==> src/rtl/cbb_async_event_sync_if.sv <==
// Signal bundle for cbb_async_event_sync: asynchronous event inputs, per-channel
// controls and the synchronised per-channel status outputs.
interface cbb_async_event_sync_if #(
    parameter int P_CH_NUM = 4
);
    logic [P_CH_NUM-1:0] i_async;
    logic [P_CH_NUM-1:0] i_ch_en;
    logic [P_CH_NUM-1:0] i_ovf_clr;
    logic [P_CH_NUM-1:0] o_pulse;
    logic [P_CH_NUM-1:0] o_level;
    logic [P_CH_NUM-1:0] o_pending;
    logic [P_CH_NUM-1:0] o_ovf;

    modport master (output i_async, i_ch_en, i_ovf_clr,
                    input  o_pulse, o_level, o_pending, o_ovf);
    modport slave  (input  i_async, i_ch_en, i_ovf_clr,
                    output o_pulse, o_level, o_pending, o_ovf);
endinterface

==> src/rtl/cbb_async_event_sync.sv <==
// Multi-channel async event synchroniser: sync chain, deglitch filter, edge
// detect, then a pulse/gap FSM with a one-deep pending slot and sticky overflow.
module cbb_async_event_sync_ch #(
    parameter int P_SYNC_STAGE  = 2,
    parameter int P_FILTER_LEN  = 1,
    parameter     P_EDGE_MODE   = "RISE",
    parameter int P_PULSE_WIDTH = 1,
    parameter int P_MIN_GAP     = 0
) (
    input  logic i_clk,
    input  logic i_rstn,
    input  logic i_async,
    input  logic i_en,
    input  logic i_ovf_clr,
    output logic o_pulse,
    output logic o_level,
    output logic o_pending,
    output logic o_ovf
);
    localparam int CNT_W  = (P_FILTER_LEN > 1) ? $clog2(P_FILTER_LEN) : 1;
    localparam int PMAX   = (P_PULSE_WIDTH > P_MIN_GAP) ? P_PULSE_WIDTH : P_MIN_GAP;
    localparam int PCNT_W = (PMAX > 1) ? $clog2(PMAX) : 1;
    localparam bit EM_RISE = (P_EDGE_MODE == "RISE") || (P_EDGE_MODE == "BOTH");
    localparam bit EM_FALL = (P_EDGE_MODE == "FALL") || (P_EDGE_MODE == "BOTH");
    localparam logic [CNT_W-1:0]  CNT_LAST = CNT_W'(P_FILTER_LEN - 1);
    localparam logic [PCNT_W-1:0] PW_LAST  = PCNT_W'(P_PULSE_WIDTH - 1);
    localparam logic [PCNT_W-1:0] GAP_LAST = PCNT_W'((P_MIN_GAP > 0) ? P_MIN_GAP - 1 : 0);

    typedef enum logic [1:0] {ST_IDLE, ST_PULSE, ST_GAP} state_e;

    logic [P_SYNC_STAGE-1:0] sync_q, sync_d;
    logic [CNT_W-1:0]        cnt_q, cnt_d;
    logic [PCNT_W-1:0]       pcnt_q, pcnt_d;
    logic                    level_q, level_d;
    logic                    evt_q, evt_d;
    logic                    pend_q, pend_d;
    logic                    ovf_q, ovf_d;
    state_e                  state_q, state_d;
    logic                    synced, ev, dispatch, ovf_set;

    assign synced = sync_q[P_SYNC_STAGE-1];
    assign ev     = evt_q & i_en;

    always_comb begin
        sync_d  = {sync_q[P_SYNC_STAGE-2:0], i_async};
        level_d = level_q;
        cnt_d   = cnt_q;
        evt_d   = 1'b0;
        if (synced == level_q) begin
            cnt_d = '0;
        end else if (cnt_q == CNT_LAST) begin
            level_d = synced;
            cnt_d   = '0;
            evt_d   = synced ? EM_RISE : EM_FALL;
        end else begin
            cnt_d = cnt_q + 1'b1;
        end
    end

    always_comb begin
        state_d  = state_q;
        pcnt_d   = pcnt_q;
        pend_d   = pend_q;
        ovf_set  = 1'b0;
        dispatch = 1'b0;
        case (state_q)
            ST_IDLE: if (ev) begin
                state_d = ST_PULSE;
                pcnt_d  = '0;
            end
            ST_PULSE: if (pcnt_q == PW_LAST) begin
                if (P_MIN_GAP > 0) begin
                    state_d = ST_GAP;
                    pcnt_d  = '0;
                end else begin
                    dispatch = 1'b1;
                end
            end else begin
                pcnt_d = pcnt_q + 1'b1;
            end
            ST_GAP: if (pcnt_q == GAP_LAST) dispatch = 1'b1;
                    else pcnt_d = pcnt_q + 1'b1;
            default: state_d = ST_IDLE;
        endcase
        // A same-cycle event on dispatch is launched directly if nothing is
        // queued; if something is queued it takes the freed pending slot.
        if (dispatch) begin
            if (pend_q || ev) begin
                state_d = ST_PULSE;
                pcnt_d  = '0;
                pend_d  = pend_q & ev;
            end else begin
                state_d = ST_IDLE;
            end
        end else if ((state_q != ST_IDLE) && ev) begin
            if (pend_q) ovf_set = 1'b1;
            else        pend_d  = 1'b1;
        end
        if (!i_en) pend_d = 1'b0;
        ovf_d = (ovf_q & ~i_ovf_clr) | ovf_set;
    end

    always_ff @(posedge i_clk or negedge i_rstn) begin
        if (!i_rstn) begin
            sync_q  <= '0;
            cnt_q   <= '0;
            level_q <= 1'b0;
            evt_q   <= 1'b0;
            state_q <= ST_IDLE;
            pcnt_q  <= '0;
            pend_q  <= 1'b0;
            ovf_q   <= 1'b0;
        end else begin
            sync_q  <= sync_d;
            cnt_q   <= cnt_d;
            level_q <= level_d;
            evt_q   <= evt_d;
            state_q <= state_d;
            pcnt_q  <= pcnt_d;
            pend_q  <= pend_d;
            ovf_q   <= ovf_d;
        end
    end

    assign o_pulse   = (state_q == ST_PULSE);
    assign o_level   = level_q;
    assign o_pending = pend_q;
    assign o_ovf     = ovf_q;
endmodule

module cbb_async_event_sync #(
    parameter int P_CH_NUM      = 4,
    parameter int P_SYNC_STAGE  = 2,
    parameter int P_FILTER_LEN  = 1,
    parameter     P_EDGE_MODE   = "RISE",
    parameter int P_PULSE_WIDTH = 1,
    parameter int P_MIN_GAP     = 0
) (
    input logic                  i_clk,
    input logic                  i_rstn,
    cbb_async_event_sync_if.slave bus
);
    logic [P_CH_NUM-1:0] pulse_w, level_w, pend_w, ovf_w;

    for (genvar g = 0; g < P_CH_NUM; g++) begin : g_ch
        cbb_async_event_sync_ch #(
            .P_SYNC_STAGE (P_SYNC_STAGE),
            .P_FILTER_LEN (P_FILTER_LEN),
            .P_EDGE_MODE  (P_EDGE_MODE),
            .P_PULSE_WIDTH(P_PULSE_WIDTH),
            .P_MIN_GAP    (P_MIN_GAP)
        ) u_ch (
            .i_clk    (i_clk),
            .i_rstn   (i_rstn),
            .i_async  (bus.i_async[g]),
            .i_en     (bus.i_ch_en[g]),
            .i_ovf_clr(bus.i_ovf_clr[g]),
            .o_pulse  (pulse_w[g]),
            .o_level  (level_w[g]),
            .o_pending(pend_w[g]),
            .o_ovf    (ovf_w[g])
        );
    end

    assign bus.o_pulse   = pulse_w;
    assign bus.o_level   = level_w;
    assign bus.o_pending = pend_w;
    assign bus.o_ovf     = ovf_w;
endmodule

==> src/flat_wrapper.sv <==
// flat-port wrapper written by rule: the top's interface ports become plain ports
module cbb_async_event_sync_flat 
#(
    parameter int P_CH_NUM      = 4,
    parameter int P_SYNC_STAGE  = 2,
    parameter int P_FILTER_LEN  = 1,
    parameter     P_EDGE_MODE   = "    ",
    parameter int P_PULSE_WIDTH = 1,
    parameter int P_MIN_GAP     = 0
)
  (i_clk, i_rstn, bus_i_async, bus_i_ch_en, bus_i_ovf_clr, bus_o_pulse, bus_o_level, bus_o_pending, bus_o_ovf);
  cbb_async_event_sync_if #(.P_CH_NUM(P_CH_NUM)) bus_i ();
  input logic i_clk;
  input logic i_rstn;
  input wire logic [$bits(bus_i.i_async)-1:0] bus_i_async;
  input wire logic [$bits(bus_i.i_ch_en)-1:0] bus_i_ch_en;
  input wire logic [$bits(bus_i.i_ovf_clr)-1:0] bus_i_ovf_clr;
  output wire logic [$bits(bus_i.o_pulse)-1:0] bus_o_pulse;
  output wire logic [$bits(bus_i.o_level)-1:0] bus_o_level;
  output wire logic [$bits(bus_i.o_pending)-1:0] bus_o_pending;
  output wire logic [$bits(bus_i.o_ovf)-1:0] bus_o_ovf;
  assign bus_i.i_async = bus_i_async;
  assign bus_i.i_ch_en = bus_i_ch_en;
  assign bus_i.i_ovf_clr = bus_i_ovf_clr;
  assign bus_o_pulse = bus_i.o_pulse;
  assign bus_o_level = bus_i.o_level;
  assign bus_o_pending = bus_i.o_pending;
  assign bus_o_ovf = bus_i.o_ovf;
  cbb_async_event_sync #(.P_CH_NUM(P_CH_NUM), .P_SYNC_STAGE(P_SYNC_STAGE), .P_FILTER_LEN(P_FILTER_LEN), .P_EDGE_MODE(P_EDGE_MODE), .P_PULSE_WIDTH(P_PULSE_WIDTH), .P_MIN_GAP(P_MIN_GAP)) u_core (.i_clk(i_clk), .i_rstn(i_rstn), .bus(bus_i));
endmodule
==> config.mk <==
export PLATFORM = sky130hd
export DESIGN_NAME = cbb_async_event_sync_flat
export DESIGN_NICKNAME = d
export VERILOG_FILES = /design/src/rtl/cbb_async_event_sync_if.sv /design/src/rtl/cbb_async_event_sync.sv /design/src/flat_wrapper.sv
export SDC_FILE = /design/constraint.sdc
export NUM_CORES = 1
export LEC_CHECK = 0
export ABC_AREA = 1
export BUFFER_PORTS_ARGS = -buffer_cell sky130_fd_sc_hd__buf_2
export CORE_AREA = 8 8 45 47
export CTS_CLUSTER_SIZE = 14
export DETAILED_ROUTE_END_ITERATION = 8
export DIE_AREA = 0 0 53 55
export GPL_TIMING_DRIVEN = 0
export PLACE_DENSITY_LB_ADDON = 0.12
export SYNTH_ARGS = -nofsm -noshare
export SYNTH_HDL_FRONTEND = slang
export SYNTH_SLANG_ARGS = --single-unit
==> constraint.sdc <==
create_clock -name i_clk -period 1.5 [get_ports i_clk]
set_clock_uncertainty 0.05 [all_clocks]
set_input_delay 0 -clock i_clk [delete_from_list [all_inputs] [get_ports i_clk]]
set_output_delay 0 -clock i_clk [all_outputs]
set_load 0.005 [all_outputs]
== Yosys cells after proc, flatten, opt, wreduce, memory -nomap -nowiden ==
Index checks and enable logic that the tools add are counted.

* Add/subtract/negate cells: 8
* Equal/unequal tests: 28
* Multiplexer cells: 56
* Bitwise operators: 16
* Reduce and logical (&&, ||, !) cells: 24

{| class="wikitable"
|+ Operator list
! operator !! count
|-
| $mux W1 || 48
|-
| $reduce_and A2 Y1 || 12
|-
| $mux W2 || 8
|-
| $ne A2 B1 Y1 const B || 8
|-
| $ne A3 B2 Y1 const B || 4
|-
| $not A1 Y1 || 12
|-
| $reduce_or A3 Y1 || 4
|-
| $add A1 B1 Y1 const B || 8
|-
| $eq A2 B1 Y1 const B || 4
|-
| $eq A2 B2 Y1 const B || 4
|-
| $logic_not A2 Y1 || 4
|-
| $ne A2 B2 Y1 const B || 4
|-
| $reduce_or A2 Y1 || 4
|-
| $and A1 B1 Y1 || 4
|-
| $eq A1 B1 Y1 || 4
|}

* Bits in registers: 36
* Logic and storage cells: 160

== Depth between registers and ports, before layout ==
Gate-level depths: netlist (run 1).

* Word-level depth: 5
* Mapped depth: 2
* Mapped depth without buffers: 2

== Hierarchy ==
Synthesis (run 1) repeated with hierarchy kept, for this count alone.

* Cell total of the unflattened synthesis: 40
* Area, all modules: 530.5 sq um

{| class="wikitable"
|+ By module, submodules not included
! module !! times used !! cells an instance !! area an instance (sq um)
|-
| cbb_async_event_sync_ch || 4 || 10 || 132.6
|}

== Least setup slack after synthesis (run 1) ==
No wires, ideal clock.

* Path type: register to register
* Start point: register u_core.g_ch[0].u_ch.ovf_q
* End point: register u_core.g_ch[0].u_ch.ovf_q
* Data arrival time: 0.436 ns
* Data required time: 1.338 ns
* Slack: 0.902 ns
* Stages on the path, launching flop included: 3
* Buffers on the path: 0
* Cells stage by stage: dfrtp_1 -> inv_1 -> nor2_2

* Longest elaborated chain between the ends: 1

{| class="wikitable"
|+ RTL lines
! what !! RTL line !! source
|-
| start, declared || cbb_async_event_sync.sv:37 || <nowiki>logic ovf_q, ovf_d;</nowiki>
|-
| start signal, assigned || cbb_async_event_sync.sv:121 || <nowiki>ovf_q <= ovf_d;</nowiki>
|-
| $and A1 B1 Y1 || cbb_async_event_sync.sv:100 || <nowiki>ovf_d = (ovf_q & ~i_ovf_clr) | ovf_set;</nowiki>
|-
| net u_core.g_ch[0].u_ch.ovf_d || cbb_async_event_sync.sv:37 ||
|}

The timed path passes the listed nets, and every way through them passes these cells.
A chain may end at the register's enable or synchronous reset.

== Worst setup path after layout (run 1) ==
* Start point: register u_core.g_ch[0].u_ch.ovf_q
* End point: output port bus_o_ovf[0]

{| class="wikitable"
|+ RTL lines
! what !! RTL line !! source
|-
| end, declared || flat_wrapper.sv:21 || <nowiki>output wire logic [$bits(bus_i.o_ovf)-1:0] bus_o_ovf;</nowiki>
|}

No word-level cell between the ends.

==> flow_summary.html, run 1 <==
<table>
<tr><th>Metric</th><th>Value</th></tr>
<tr><th colspan="2">Power and ir drop</th></tr>
<tr><td>Leakage component of the power</td><td>between 0.4 and 0.5 nW</td></tr>
<tr><td>Power density over the cells</td><td>roughly 950 nW/um^2</td></tr>
<tr><td>VDD IR max</td><td>a little under 600 uV</td></tr>
<tr><th colspan="2">Floorplanning</th></tr>
<tr><td># rows</td><td>14</td></tr>
<tr><td>Die span in x</td><td>around 53 microns</td></tr>
<tr><td>Die area</td><td>roughly 2900 sq um</td></tr>
<tr><td>Top-level I/O count</td><td>30</td></tr>
<tr><td>Initial cell density of the core</td><td>between 40% and 50%</td></tr>
<tr><td>Core ar.</td><td>1380 sq um</td></tr>
<tr><td>Overall die height</td><td>around 55 microns</td></tr>
<tr><th colspan="2">Route</th></tr>
<tr><td>DRC errors left</td><td>0</td></tr>
<tr><td>Pre-Repair DR Iteration Count</td><td>1</td></tr>
<tr><td>Routed WL</td><td>about 890 microns</td></tr>
<tr><td>First DRT Iteration DRCs</td><td>0</td></tr>
<tr><td>Via count normalized by instance count</td><td>~3.7</td></tr>
<tr><td>Routed via count</td><td>358</td></tr>
<tr><td>Routed length per instance</td><td>9.08 microns</td></tr>
<tr><td>Antenna-violating nets left</td><td>0</td></tr>
<tr><th colspan="2">STA</th></tr>
<tr><td>Fin. Hold Viols</td><td>0</td></tr>
<tr><td>Fmax</td><td>approximately 1100 MHz</td></tr>
<tr><td>Finish-stage setup viols</td><td>0</td></tr>
<tr><td>Final total negative setup slack</td><td>0 ps</td></tr>
<tr><td>Time the final worst path needs with I/O delays and setup</td><td>between 900 and 1000 ps</td></tr>
<tr><td>Share of the clock period used by the worst path after layout</td><td>~63%</td></tr>
<tr><td>Setup repair after global routing missed its margin</td><td>false</td></tr>
<tr><td>Final max-slew violation count</td><td>0</td></tr>
<tr><th colspan="2">Final layout</th></tr>
<tr><td>Total non-filler cell area in the finished layout</td><td>837 sq um</td></tr>
<tr><td>Footprint of the flip-flops and latches</td><td>between 400 and 500 sq um</td></tr>
<tr><td>Antenna diode count</td><td>0</td></tr>
<tr><td>Number of nets at the end of the flow</td><td>97</td></tr>
<tr><td>Count of fill cells added during filler insertion</td><td>121</td></tr>
<tr><td>Area growth from synthesis to layout</td><td>44.5%</td></tr>
<tr><td>Multi-input gate area in the final layout</td><td>around 55 sq um</td></tr>
<tr><td>Fraction of final layout cells sized beyond drive strength 1</td><td>roughly half</td></tr>
<tr><th colspan="2">Setup path</th></tr>
<tr><td>Capture instance of the worst register-to-register path</td><td>u_core.g_ch[0].u_ch.o_ovf</td></tr>
<tr><td>Data arrival, critical path</td><td>about 900 ps</td></tr>
<tr><td>Cell chain of the critical path</td><td>buf_4 &gt; buf_2</td></tr>
<tr><td>Data required time at the worst endpoint</td><td>1450 ps</td></tr>
<tr><td>Setup slack, reg-to-reg</td><td>just under 900 ps</td></tr>
<tr><td>Largest fanout of any net on the critical path</td><td>2</td></tr>
<tr><td>Delay of the slowest cell on the worst path</td><td>approximately 390 ps</td></tr>
<tr><td>Worst Setup EP</td><td>bus_o_ovf[0]</td></tr>
<tr><td>R2r startpoint</td><td>u_core.g_ch[0].u_ch.o_ovf</td></tr>
<tr><td>Number of cell instances on the worst register-to-register path</td><td>2</td></tr>
<tr><td>Setup crit start kind</td><td>flip-flop</td></tr>
<tr><td>Endpoint kind of the worst setup timing path</td><td>output pin</td></tr>
<tr><td>Type of the worst setup path</td><td>reg -&gt; out</td></tr>
<tr><td>Worst setup path startpoint</td><td>u_core.g_ch[0].u_ch.o_ovf</td></tr>
<tr><td>CP max-delay cell</td><td>sky130_fd_sc_hd__dfrtp_1</td></tr>
<tr><th colspan="2">CTS</th></tr>
<tr><td>Longest Clk Path Bufs</td><td>2</td></tr>
<tr><td>Source-to-sink clock delay at the later pin of the worst-skew pair</td><td>270 ps</td></tr>
<tr><td>CTS HTree Levels</td><td>1</td></tr>
<tr><td>Post-CTS setup buffer count</td><td>0</td></tr>
<tr><td>Worst-path clk slew</td><td>roughly 90 ps</td></tr>
<tr><td>Total number of clock tree sinks</td><td>16</td></tr>
<tr><td>Number of buffers added by the clock tree synthesis step</td><td>3</td></tr>
<tr><td>Root Buffer Master</td><td>sky130_fd_sc_hd__clkbuf_4</td></tr>
<tr><td>Clock tree from TritonCTS</td><td>yes</td></tr>
<tr><th colspan="2">Hold path</th></tr>
<tr><td>Class of the tightest hold or removal check</td><td>in -&gt; async</td></tr>
<tr><th colspan="2">Synth</th></tr>
<tr><td>Post-Synth Adder-Cell Area</td><td>0%</td></tr>
<tr><td>Cell type with the highest aggregate area in the netlist</td><td>sky130_fd_sc_hd__dfrtp_1</td></tr>
<tr><td>Fraction of the mapped netlist area in simple logic gates</td><td>4.32%</td></tr>
<tr><td>Yosys warning total</td><td>0</td></tr>
<tr><td>Xor-xnor portion of the synthesized cell area</td><td>0%</td></tr>
<tr><td>Average footprint of a synthesized cell</td><td>approximately 13 sq um</td></tr>
<tr><td>Proportion of synthesized chip area in sequential cells</td><td>69.1%</td></tr>
<tr><td>Synthesized netlist cell count</td><td>45</td></tr>
<tr><td>Number of library cell types mapped by synthesis</td><td>6</td></tr>
<tr><td>Share of synthesized area spent on multiplexers</td><td>0%</td></tr>
<tr><td>Largest cells by area after synthesis</td><td>sky130_fd_sc_hd__dfrtp_1 (69%), sky130_fd_sc_hd__buf_4 (21%), sky130_fd_sc_hd__nor2_2 (4.3%), sky130_fd_sc_hd__clkbuf_1 (2.6%), sky130_fd_sc_hd__inv_1 (2.6%)</td></tr>
<tr><td>Post-synthesis sequential element count</td><td>16</td></tr>
<tr><td>Post-Syn Area</td><td>approximately 580 sq um</td></tr>
<tr><td>Complex-gate fraction of the synthesized area</td><td>0%</td></tr>
<tr><td>Combinational family with the most area after synthesis</td><td>buffers and inverters</td></tr>
<tr><td>Area share of the leading cell type in the synthesized netlist</td><td>between 60% and 70%</td></tr>
<tr><th colspan="2">GRT</th></tr>
<tr><td>Initial antenna violation count</td><td>0</td></tr>
<tr><td>Global-route wire length before repair</td><td>~1.3 mm</td></tr>
<tr><td>GRT Resource Usage Total</td><td>slightly below 6%</td></tr>
<tr><td>Maximum number of pins on one net before global-route repair</td><td>17</td></tr>
<tr><td>Aggregate global routing overflow</td><td>0</td></tr>
<tr><td>Via count of the first global-routing pass</td><td>about 340</td></tr>
<tr><th colspan="2">Placement</th></tr>
<tr><td>Final RePlAce weighted congestion</td><td>0.640</td></tr>
<tr><td>Total cell area at the placement stage</td><td>around 710 sq um</td></tr>
<tr><td>IO buf count</td><td>17</td></tr>
<tr><th colspan="2">Run</th></tr>
<tr><td>Max_cap viols</td><td>0</td></tr>
<tr><th colspan="2">Run status</th></tr>
<tr><td>Status</td><td>completed</td></tr>
</table>
==> layout by cell type, fill, tap and decap left out <==
cell type	instances
sky130_fd_sc_hd__inv_1	4
sky130_fd_sc_hd__buf_4	16
sky130_fd_sc_hd__conb_1	8
sky130_fd_sc_hd__dfrtp_1	16
sky130_fd_sc_hd__clkbuf_1	4
sky130_fd_sc_hd__clkbuf_4	3
sky130_fd_sc_hd__nor2_2	4
sky130_fd_sc_hd__buf_2	17
sky130_fd_sc_hd__clkbuf_8	1
sky130_fd_sc_hd__dlygate4sd3_1	9
==> worst max-delay path, delay by kind of cell, from the launching register on <==
family | cells | cell delay, ps
buffers and inverters | 2 | 240
flip-flops | 1 | 390
==> sequential cells by signal (all words and copies together), names as in the netlist <==
register / flops
u_core.g_ch.u_ch.sync_q: 8
u_core.g_ch.u_ch.o_level: 4
u_core.g_ch.u_ch.o_ovf: 4
==> synthesized netlist by cell type (all sizes together) <==
| library cell | instances |
|---|---|
| buf | 16 |
| clkbuf | 4 |
| conb | 1 |
| dfrtp | 16 |
| inv | 4 |
| nor2 | 4 |
==> layout make-up <==
cell class / instances / share of cell area (%)
buffer: 20 / 16.1
sequential: 16 / 47.8
multi-input combinational: 12 / 6.58
timing repair buffer: 26 / 20.9
tap: 16 / 2.39
clock buffer: 4 / 4.33
inverter: 4 / 1.79
==> logic make-up after synthesis <==
group | count (synthesis)
flops | 16
buf+inv | 24
other cells | 1
simple gates | 4
==> per-stage QoR <==
stage / hold WS (ps) / setup WS (ps) / utilization, % / std cells / power, mW
floorplan: -346 / 902 / - / 52 / 0.490
global placement: -131 / 852 / 51.4 / 85 / 0.515
detailed placement: -128 / 851 / 51.4 / 85 / 0.516
CTS: 99.0 / 533 / 60.5 / 98 / 0.806
global route: 110 / 492 / 60.5 / 98 / 0.839
finish: 97.7 / 550 / 60.5 / 98 / 0.797
==> report_power, final <==
group | internal [mW] | switching (mW)
combinational | 0.0486 | 0.0273
sequential | 0.447 | 0.00365
clock | 0.147 | 0.123
total | 0.643 | 0.154
==> layer usage <==
metal / global-route usage (%) / routed length, microns / vias up
li1: - / - / 177
met1: 5.56 / 306 / 161
met2: 10.5 / 430 / 20
met3: 3.21 / 152 / 0
met4: 2.59 / 0 / 0
met5: 0 / 0 / -
==> worst min path at each step <==
stage | endpoint | depth (start not counted)
6_report | u_core.g_ch[3].u_ch.o_ovf | 2
3_5_place_dp | u_core.g_ch[1].u_ch.o_ovf | 1
4_1_cts | u_core.g_ch[1].u_ch.o_ovf | 2
5_1_grt | u_core.g_ch[0].u_ch.sync_q[0] | 2
3_3_place_gp | u_core.g_ch[3].u_ch.o_ovf | 1
2_1_floorplan | u_core.g_ch[0].u_ch.o_level | 0
==> repair_timing <==
action	CTS	global route
gates resized for setup	0	0
endpoints found under the hold margin	24	0
hold buffers	9	0
Note: power is estimated with default switching activity, not from simulation.
==> inputs of run 2 (changes only) <==
Settings changed: CORE_AREA 8 8 45 47 to not set, CORE_MARGIN set to 8, CORE_UTILIZATION set to 37, DIE_AREA 0 0 53 55 to not set.
Clock period 1.5 ns to 0.8 ns, I/O delays scaled along.
==> run 2 against run 1 <==
The flow now finishes with violations (setup timing). Count of clock-buffer cells in the layout unchanged. Die area increased by 5.9%. Via count decreased by 11%. Critical path depth decreased by 1. First-iteration DRC count increased by 2. Wire length decreased by 4.3%. Clock power increased by 89%. Flip-flop and latch count unchanged. Power increased by 88%. Utilization decreased by 4.4 points. Cell count decreased by 7.1%. Setup slack got worse by 600 ps. Critical endpoint is now bus_o_ovf[3].
==> flow_summary.html, run 2 (synthesis results as in run 1) <==
<table>
<tr><th>Metric</th><th>Value</th></tr>
<tr><th colspan="2">Floorplanning</th></tr>
<tr><td>Die span in x</td><td>55.6 microns</td></tr>
<tr><td>Top-level I/O count</td><td>30</td></tr>
<tr><td>Die area</td><td>3090 sq um</td></tr>
<tr><td>Overall die height</td><td>55.6 microns</td></tr>
<tr><td>Core ar.</td><td>1490 sq um</td></tr>
<tr><td># rows</td><td>14</td></tr>
<tr><td>Initial cell density of the core</td><td>38.9%</td></tr>
<tr><th colspan="2">Route</th></tr>
<tr><td>Via count normalized by instance count</td><td>roughly 3.5</td></tr>
<tr><td>First DRT Iteration DRCs</td><td>2</td></tr>
<tr><td>Pre-Repair DR Iteration Count</td><td>2</td></tr>
<tr><td>Routed length per instance</td><td>9.36 microns</td></tr>
<tr><td>DRC errors left</td><td>0</td></tr>
<tr><td>Routed via count</td><td>320</td></tr>
<tr><td>Antenna-violating nets left</td><td>0</td></tr>
<tr><td>Routed WL</td><td>about 850 microns</td></tr>
<tr><th colspan="2">Setup path</th></tr>
<tr><td>Capture instance of the worst register-to-register path</td><td>u_core.g_ch[1].u_ch.o_ovf</td></tr>
<tr><td>CP max-delay cell</td><td>sky130_fd_sc_hd__dfrtp_1</td></tr>
<tr><td>Cell chain of the critical path</td><td>buf_6</td></tr>
<tr><td>Delay of the slowest cell on the worst path</td><td>400 ps</td></tr>
<tr><td>Worst Path Buf+Inv</td><td>1</td></tr>
<tr><td>Number of cell instances on the worst register-to-register path</td><td>3</td></tr>
<tr><td>R2r startpoint</td><td>u_core.g_ch[1].u_ch.o_ovf</td></tr>
<tr><td>Type of the worst setup path</td><td>reg -&gt; out</td></tr>
<tr><td>Largest fanout of any net on the critical path</td><td>2</td></tr>
<tr><td>Setup crit start kind</td><td>flip-flop</td></tr>
<tr><td>Data required time at the worst endpoint</td><td>750 ps</td></tr>
<tr><td>Setup slack, reg-to-reg</td><td>roughly 50 ps</td></tr>
<tr><td>Endpoint kind of the worst setup timing path</td><td>output pin</td></tr>
<tr><td>Data arrival, critical path</td><td>800 ps</td></tr>
<tr><td>Kind of cell adding the most delay to the critical path</td><td>flip-flops</td></tr>
<tr><th colspan="2">Placement</th></tr>
<tr><td>Total cell area at the placement stage</td><td>approximately 700 sq um</td></tr>
<tr><td>Final RePlAce weighted congestion</td><td>0.535</td></tr>
<tr><td>IO buf count</td><td>17</td></tr>
<tr><td>Total placed cells including tap cells</td><td>85</td></tr>
<tr><td>Worst Setup Slack post-DPL</td><td>148 ps</td></tr>
<tr><th colspan="2">STA</th></tr>
<tr><td>Fmax</td><td>roughly 1200 MHz</td></tr>
<tr><td>Finish-stage setup viols</td><td>8</td></tr>
<tr><td>Time the final worst path needs with I/O delays and setup</td><td>roughly 850 ps</td></tr>
<tr><td>Fin. Hold Viols</td><td>0</td></tr>
<tr><td>Setup repair after global routing missed its margin</td><td>true</td></tr>
<tr><td>Final max-slew violation count</td><td>0</td></tr>
<tr><td>Share of the clock period used by the worst path after layout</td><td>106%</td></tr>
<tr><td>Final setup margin</td><td>-47.8 ps</td></tr>
<tr><th colspan="2">CTS</th></tr>
<tr><td>CTS HTree Levels</td><td>1</td></tr>
<tr><td>Clock tree from TritonCTS</td><td>yes</td></tr>
<tr><td>Total number of clock tree sinks</td><td>16</td></tr>
<tr><td>Number of buffers added by the clock tree synthesis step</td><td>3</td></tr>
<tr><td>Worst-path clk slew</td><td>90 ps</td></tr>
<tr><td>Root Buffer Master</td><td>sky130_fd_sc_hd__clkbuf_4</td></tr>
<tr><td>Longest Clk Path Bufs</td><td>2</td></tr>
<tr><td>Source-to-sink clock delay at the later pin of the worst-skew pair</td><td>roughly 280 ps</td></tr>
<tr><th colspan="2">Run status</th></tr>
<tr><td>Status</td><td>finished, violations left</td></tr>
<tr><td>Violations in the final reports</td><td>setup timing</td></tr>
<tr><th colspan="2">Power and ir drop</th></tr>
<tr><td>Power density over the cells</td><td>1790 nW/um^2</td></tr>
<tr><td>Leakage component of the power</td><td>~0.43 nW</td></tr>
<tr><td>VDD IR max</td><td>between 1000 and 1500 uV</td></tr>
<tr><th colspan="2">Final layout</th></tr>
<tr><td>Fraction of final layout cells sized beyond drive strength 1</td><td>a little under half</td></tr>
<tr><td>Antenna diode count</td><td>0</td></tr>
<tr><td>Total non-filler cell area in the finished layout</td><td>835 sq um</td></tr>
<tr><td>Multi-input gate area in the final layout</td><td>around 55 sq um</td></tr>
<tr><td>Commonest cells after routing, fill and taps aside</td><td>sky130_fd_sc_hd__dfrtp_1 (16), sky130_fd_sc_hd__buf_4 (9), sky130_fd_sc_hd__dlygate4sd3_1 (9), sky130_fd_sc_hd__buf_2 (9)</td></tr>
<tr><td>Max reg flops</td><td>8</td></tr>
<tr><td>Number of nets at the end of the flow</td><td>90</td></tr>
<tr><td>Footprint of the flip-flops and latches</td><td>between 400 and 500 sq um</td></tr>
<tr><td>Area growth from synthesis to layout</td><td>44.1%</td></tr>
<tr><td>Count of fill cells added during filler insertion</td><td>between 100 and 150</td></tr>
<tr><td>Most common cell after layout, fill and taps aside</td><td>sky130_fd_sc_hd__dfrtp_1</td></tr>
<tr><td>Register name with the most flops</td><td>u_core.g_ch.u_ch.sync_q</td></tr>
<tr><td>Final std cells w/o fill</td><td>91</td></tr>
<tr><th colspan="2">GRT</th></tr>
<tr><td>Maximum number of pins on one net before global-route repair</td><td>17</td></tr>
<tr><td>Via count of the first global-routing pass</td><td>about 320</td></tr>
<tr><td>Aggregate global routing overflow</td><td>0</td></tr>
<tr><td>GRT Resource Usage Total</td><td>under 10%</td></tr>
<tr><td>Initial antenna violation count</td><td>0</td></tr>
<tr><td>Global-route wire length before repair</td><td>roughly 1.4 mm</td></tr>
<tr><th colspan="2">Hold path</th></tr>
<tr><td>Class of the tightest hold or removal check</td><td>in -&gt; async</td></tr>
<tr><th colspan="2">Run</th></tr>
<tr><td>Max_cap viols</td><td>0</td></tr>
</table>
-- run 2: how the worst max path moves through the flow --
stage / startpoint / slack, ps / end / depth (start not counted)
after CTS: u_core.g_ch[2].u_ch.o_ovf / -60 / bus_o_ovf[2] / 1
after detailed placement: u_core.g_ch[3].u_ch.o_ovf / 150 / bus_o_ovf[3] / 2
final: u_core.g_ch[3].u_ch.o_ovf / -50 / bus_o_ovf[3] / 1
after floorplan: u_core.g_ch[0].u_ch.o_ovf / 200 / u_core.g_ch[0].u_ch.o_ovf / 2
after global placement: u_core.g_ch[3].u_ch.o_ovf / 150 / bus_o_ovf[3] / 2
after global routing: u_core.g_ch[3].u_ch.o_ovf / -90 / bus_o_ovf[3] / 1
-- run 2: metal layers --
metal | track usage (%) | up-vias | routed length [microns]
li1 | - | 162 | -
met1 | 5.41 | 137 | 339
met2 | 7.37 | 19 | 363
met4 | 5.28 | 0 | 10
met5 | 0 | - | 0
met3 | 5.48 | 2 | 139
-- run 2: through the flow --
| step | TNS (ps) | hold WS, ps | power, mW | utilization, % |
|---|---|---|---|---|
| 2_1_floorplan | 0 | -346 | 0.919 | - |
| 3_3_place_gp | 0 | -127 | 0.965 | 47.7 |
| 3_5_place_dp | 0 | -130 | 0.968 | 47.7 |
| 4_1_cts | -399 | 93.2 | 1.52 | 56.1 |
| 5_1_grt | -582 | 119 | 1.57 | 56.1 |
| 6_report | -245 | 111 | 1.50 | 56.1 |
-- run 2: repair_timing --
action                                 4_1_cts  5_1_grt
gates resized for setup                      8        0
gates cloned                                 0        0
setup endpoints to repair                    8        8
hold buffers                                 9        0
endpoints found under the hold margin       24        0
setup buffers                                1        0
-- run 2: cell type report --
cell class | count | area share [%]
sequential | 16 | 48.0
timing repair buffer | 27 | 27.9
buffer | 12 | 9.00
multi-input combinational | 12 | 6.60
clock buffer | 4 | 4.35
tap | 16 | 2.40
inverter | 4 | 1.80
-- run 2: power by group --
group          switching, mW  leakage (nW)  internal, mW
clock                  0.233        0.0210         0.277
combinational         0.0474         0.210        0.0907
sequential           0.00909         0.196         0.838
==> inputs of run 3 (changes only) <==
Settings changed: ABC_AREA 1 to 0, CORE_UTILIZATION 37 to 45.
Clock period 0.8 ns to 1.05 ns, I/O delays scaled along.
==> run 3 against run 2 <==
The flow now finishes without violations. Synthesized cell count is 8.9% lower. First-iteration DRC count is 100% lower. Non-clock buffer count is 7 higher. Global-route usage increased by 2.0 points. Die area down 11%. Hold slack improved by 0.54 ps. Count of clock-buffer cells in the layout unchanged. Combinational power shrank 19%. Largest cell class unchanged. Largest power group unchanged. Highest routed layer unchanged.
==> flow_summary.html, run 3 <==
<table>
<tr><th>Metric</th><th>Value</th></tr>
<tr><th colspan="2">Run status</th></tr>
<tr><td>Status</td><td>completed</td></tr>
<tr><th colspan="2">Power and ir drop</th></tr>
<tr><td>Register share of total power</td><td>roughly 56%</td></tr>
<tr><td>Portion of total power attributed to the clock network</td><td>around 34%</td></tr>
<tr><td>Power density over the cells</td><td>1350 nW/um^2</td></tr>
<tr><td>Combinational group share of total power</td><td>9.7%</td></tr>
<tr><td>Leakage component of the power</td><td>0.452 nW</td></tr>
<tr><td>Cell internal pwr</td><td>0.919 mW</td></tr>
<tr><td>VDD IR max</td><td>880 uV</td></tr>
<tr><td>NetSw</td><td>~0.23 mW</td></tr>
<tr><td>Switch share</td><td>around 20%</td></tr>
<tr><th colspan="2">CTS</th></tr>
<tr><td>CTS HTree Levels</td><td>1</td></tr>
<tr><td>Post-CTS setup buffer count</td><td>0</td></tr>
<tr><td>Worst-path clk slew</td><td>roughly 90 ps</td></tr>
<tr><td>Longest Clk Path Bufs</td><td>2</td></tr>
<tr><td>Root Buffer Master</td><td>sky130_fd_sc_hd__clkbuf_4</td></tr>
<tr><td>Total number of clock tree sinks</td><td>16</td></tr>
<tr><td>Clock tree from TritonCTS</td><td>yes</td></tr>
<tr><td>Cts-stage hold buffer count</td><td>9</td></tr>
<tr><td>Number of buffers added by the clock tree synthesis step</td><td>3</td></tr>
<tr><td>Source-to-sink clock delay at the later pin of the worst-skew pair</td><td>about 280 ps</td></tr>
<tr><td>Cts repair resizes</td><td>0</td></tr>
<tr><th colspan="2">Synth</th></tr>
<tr><td>Proportion of synthesized chip area in sequential cells</td><td>between 60% and 70%</td></tr>
<tr><td>Average footprint of a synthesized cell</td><td>14.5 sq um</td></tr>
<tr><td>Number of flops mapped to enable cells by yosys</td><td>0</td></tr>
<tr><td>FFs w/ async S/R, synth</td><td>100%</td></tr>
<tr><td>Largest cells by area after synthesis</td><td>sky130_fd_sc_hd__dfrtp_1 (67%), sky130_fd_sc_hd__buf_4 (20%), sky130_fd_sc_hd__nor2b_4 (9.3%), sky130_fd_sc_hd__clkbuf_1 (2.5%), sky130_fd_sc_hd__conb_1 (0.63%)</td></tr>
<tr><td>Most numerous cell types in the synthesized netlist</td><td>sky130_fd_sc_hd__buf_4 (16), sky130_fd_sc_hd__dfrtp_1 (16), sky130_fd_sc_hd__clkbuf_1 (4), sky130_fd_sc_hd__nor2b_4 (4), sky130_fd_sc_hd__conb_1 (1)</td></tr>
<tr><td>Post-Syn Area</td><td>roughly 600 sq um</td></tr>
<tr><td>Number of library cell types mapped by synthesis</td><td>5</td></tr>
<tr><td>Cell type with the highest aggregate area in the netlist</td><td>sky130_fd_sc_hd__dfrtp_1</td></tr>
<tr><td>Area share of the leading cell type in the synthesized netlist</td><td>about two thirds</td></tr>
<tr><td>Top_reg_cell synth</td><td>sky130_fd_sc_hd__dfrtp_1</td></tr>
<tr><td>Synthesized netlist cell count</td><td>between 40 and 50</td></tr>
<tr><td>Yosys warning total</td><td>0</td></tr>
<tr><td>Post-synthesis sequential element count</td><td>16</td></tr>
<tr><th colspan="2">Setup path</th></tr>
<tr><td>Setup slack, reg-to-reg</td><td>between 300 and 400 ps</td></tr>
<tr><td>Type of the worst setup path</td><td>reg -&gt; out</td></tr>
<tr><td>Capture instance of the worst register-to-register path</td><td>u_core.g_ch[2].u_ch.o_ovf</td></tr>
<tr><td>Worst setup path startpoint</td><td>u_core.g_ch[3].u_ch.o_ovf</td></tr>
<tr><td>Data required time at the worst endpoint</td><td>1000 ps</td></tr>
<tr><td>Data arrival, critical path</td><td>940 ps</td></tr>
<tr><td>Number of cell instances on the worst register-to-register path</td><td>1</td></tr>
<tr><td>Worst Setup EP</td><td>bus_o_ovf[3]</td></tr>
<tr><td>R2r startpoint</td><td>u_core.g_ch[2].u_ch.o_ovf</td></tr>
<tr><td>Endpoint kind of the worst setup timing path</td><td>output pin</td></tr>
<tr><td>Largest fanout of any net on the critical path</td><td>2</td></tr>
<tr><td>Setup crit start kind</td><td>flip-flop</td></tr>
<tr><th colspan="2">STA</th></tr>
<tr><td>Fmax</td><td>between 1000 and 1500 MHz</td></tr>
<tr><td>Final total negative setup slack</td><td>0 ps</td></tr>
<tr><td>Final max-slew violation count</td><td>0</td></tr>
<tr><td>Time the final worst path needs with I/O delays and setup</td><td>just under 1000 ps</td></tr>
<tr><td>Finish-stage setup viols</td><td>0</td></tr>
<tr><td>Setup repair after global routing missed its margin</td><td>false</td></tr>
<tr><td>Fin. Hold Viols</td><td>0</td></tr>
<tr><td>Share of the clock period used by the worst path after layout</td><td>94.1%</td></tr>
<tr><th colspan="2">Final layout</th></tr>
<tr><td>Register name with the most flops</td><td>u_core.g_ch.u_ch.sync_q</td></tr>
<tr><td>Commonest cells after routing, fill and taps aside</td><td>sky130_fd_sc_hd__buf_2 (17), sky130_fd_sc_hd__buf_4 (16), sky130_fd_sc_hd__dfrtp_1 (16)</td></tr>
<tr><td>Fraction of final layout cells sized beyond drive strength 1</td><td>a little over half</td></tr>
<tr><td>Most common cell after layout, fill and taps aside</td><td>sky130_fd_sc_hd__buf_2</td></tr>
<tr><td>Antenna diode count</td><td>0</td></tr>
<tr><td>Area growth from synthesis to layout</td><td>43.2%</td></tr>
<tr><td>Number of nets at the end of the flow</td><td>just over 90</td></tr>
<tr><td>End-of-flow core utilization</td><td>67.1%</td></tr>
<tr><td>Max reg flops</td><td>8</td></tr>
<tr><th colspan="2">Route</th></tr>
<tr><td>Routed length per instance</td><td>about 11 microns</td></tr>
<tr><td>DRC errors left</td><td>0</td></tr>
<tr><td>Routed WL</td><td>roughly 1.0 mm</td></tr>
<tr><td>Antenna-violating nets left</td><td>0</td></tr>
<tr><td>Routed via count</td><td>around 330</td></tr>
<tr><td>Via count normalized by instance count</td><td>between 3 and 4</td></tr>
<tr><td>First DRT Iteration DRCs</td><td>0</td></tr>
<tr><td>Pre-Repair DR Iteration Count</td><td>1</td></tr>
<tr><th colspan="2">Floorplanning</th></tr>
<tr><td>Overall die height</td><td>between 50 and 60 microns</td></tr>
<tr><td>Initial cell density of the core</td><td>46.8%</td></tr>
<tr><td>Core ar.</td><td>roughly 1300 sq um</td></tr>
<tr><td>Top-level I/O count</td><td>30</td></tr>
<tr><td>Die area</td><td>2740 sq um</td></tr>
<tr><td>Die span in x</td><td>~52 microns</td></tr>
<tr><td># rows</td><td>13</td></tr>
<tr><th colspan="2">GRT</th></tr>
<tr><td>Global-route wire length before repair</td><td>around 1.5 mm</td></tr>
<tr><td>GRT Resource Usage Total</td><td>about 7.8%</td></tr>
<tr><td>Aggregate global routing overflow</td><td>0</td></tr>
<tr><td>Initial antenna violation count</td><td>0</td></tr>
<tr><td>Via count of the first global-routing pass</td><td>approximately 350</td></tr>
<tr><td>Maximum number of pins on one net before global-route repair</td><td>17</td></tr>
<tr><th colspan="2">Run</th></tr>
<tr><td>Max_cap viols</td><td>0</td></tr>
<tr><th colspan="2">Placement</th></tr>
<tr><td>IO buf count</td><td>17</td></tr>
<tr><td>Final RePlAce weighted congestion</td><td>between 0.6 and 0.7</td></tr>
<tr><th colspan="2">Hold path</th></tr>
<tr><td>Class of the tightest hold or removal check</td><td>in -&gt; async</td></tr>
</table>
-- run 3: cell types whose count changed after synthesis --
cell,before,now
sky130_fd_sc_hd__nor2_2,4,0
sky130_fd_sc_hd__inv_1,4,0
sky130_fd_sc_hd__nor2b_4,0,4
-- run 3: per-stage QoR --
| step | instance area, sq um | hold slack [ps] | setup WS, ps | power, mW | std cells |
|---|---|---|---|---|---|
| 6_report | 851 | 111 | 61.5 | 1.15 | 93 |
| 5_1_grt | 851 | 121 | 24.7 | 1.21 | 93 |
| 4_1_cts | 851 | 94.9 | 57.9 | 1.16 | 93 |
| 3_3_place_gp | 724 | -131 | 404 | 0.739 | 80 |
| 2_1_floorplan | 621 | -346 | 420 | 0.700 | 48 |
| 3_5_place_dp | 724 | -129 | 398 | 0.740 | 80 |
-- run 3: logic make-up after synthesis --
group	count (synthesis)	share of synthesized area, %
DFF	16	67.4
other	1	0.631
and+or+nand+nor	4	9.26
buffers and inverters	20	22.7
-- run 3: worst min-delay path by stage --
stage               startpoint                       endpoint  slack [ps]  depth (start not counted)
floorplan               i_rstn    u_core.g_ch[0].u_ch.o_level        -350                          0
finish                  i_rstn  u_core.g_ch[3].u_ch.sync_q[1]         110                          2
CTS                     i_rstn      u_core.g_ch[1].u_ch.o_ovf          90                          2
detailed placement      i_rstn      u_core.g_ch[1].u_ch.o_ovf        -130                          1
global placement        i_rstn      u_core.g_ch[3].u_ch.o_ovf        -130                          1
global route            i_rstn  u_core.g_ch[1].u_ch.sync_q[0]         120                          2
-- run 3: power by group through the flow --
stage	sequential (mW)	combinational [mW]	clock, mW
after detailed placement	0.656	0.0837	0
final	0.643	0.112	0.397
after floorplan	0.655	0.0445	0
after global routing	0.646	0.124	0.437
after CTS	0.643	0.109	0.405
after global placement	0.656	0.0831	0
-- run 3: layout make-up --
cell class | instances | area [sq um]
fill | 99 | 418
sequential | 16 | 400
timing repair buffer | 26 | 175
buffer | 20 | 135
multi-input combinational | 12 | 85.1
clock buffer | 4 | 36.3
tap | 15 | 18.8
-- run 3: per-layer routing --
| layer | routed length (microns) | track usage [%] | share of wire [%] | vias to the layer above |
|---|---|---|---|---|
| met2 | 483 | 13.0 | 48 | 21 |
| met4 | 11 | 6.47 | 1.1 | 0 |
| met3 | 146 | 4.55 | 14 | 2 |
| met1 | 371 | 6.53 | 37 | 135 |
| li1 | - | - | - | 168 |
| met5 | 0 | 0 | 0 | - |
-- run 3: critical path, stage by stage, from the launching register on --
cell and delay [ps]:
sky130_fd_sc_hd__dfrtp_1 400, sky130_fd_sc_hd__buf_4 140, sky130_fd_sc_hd__buf_2 120
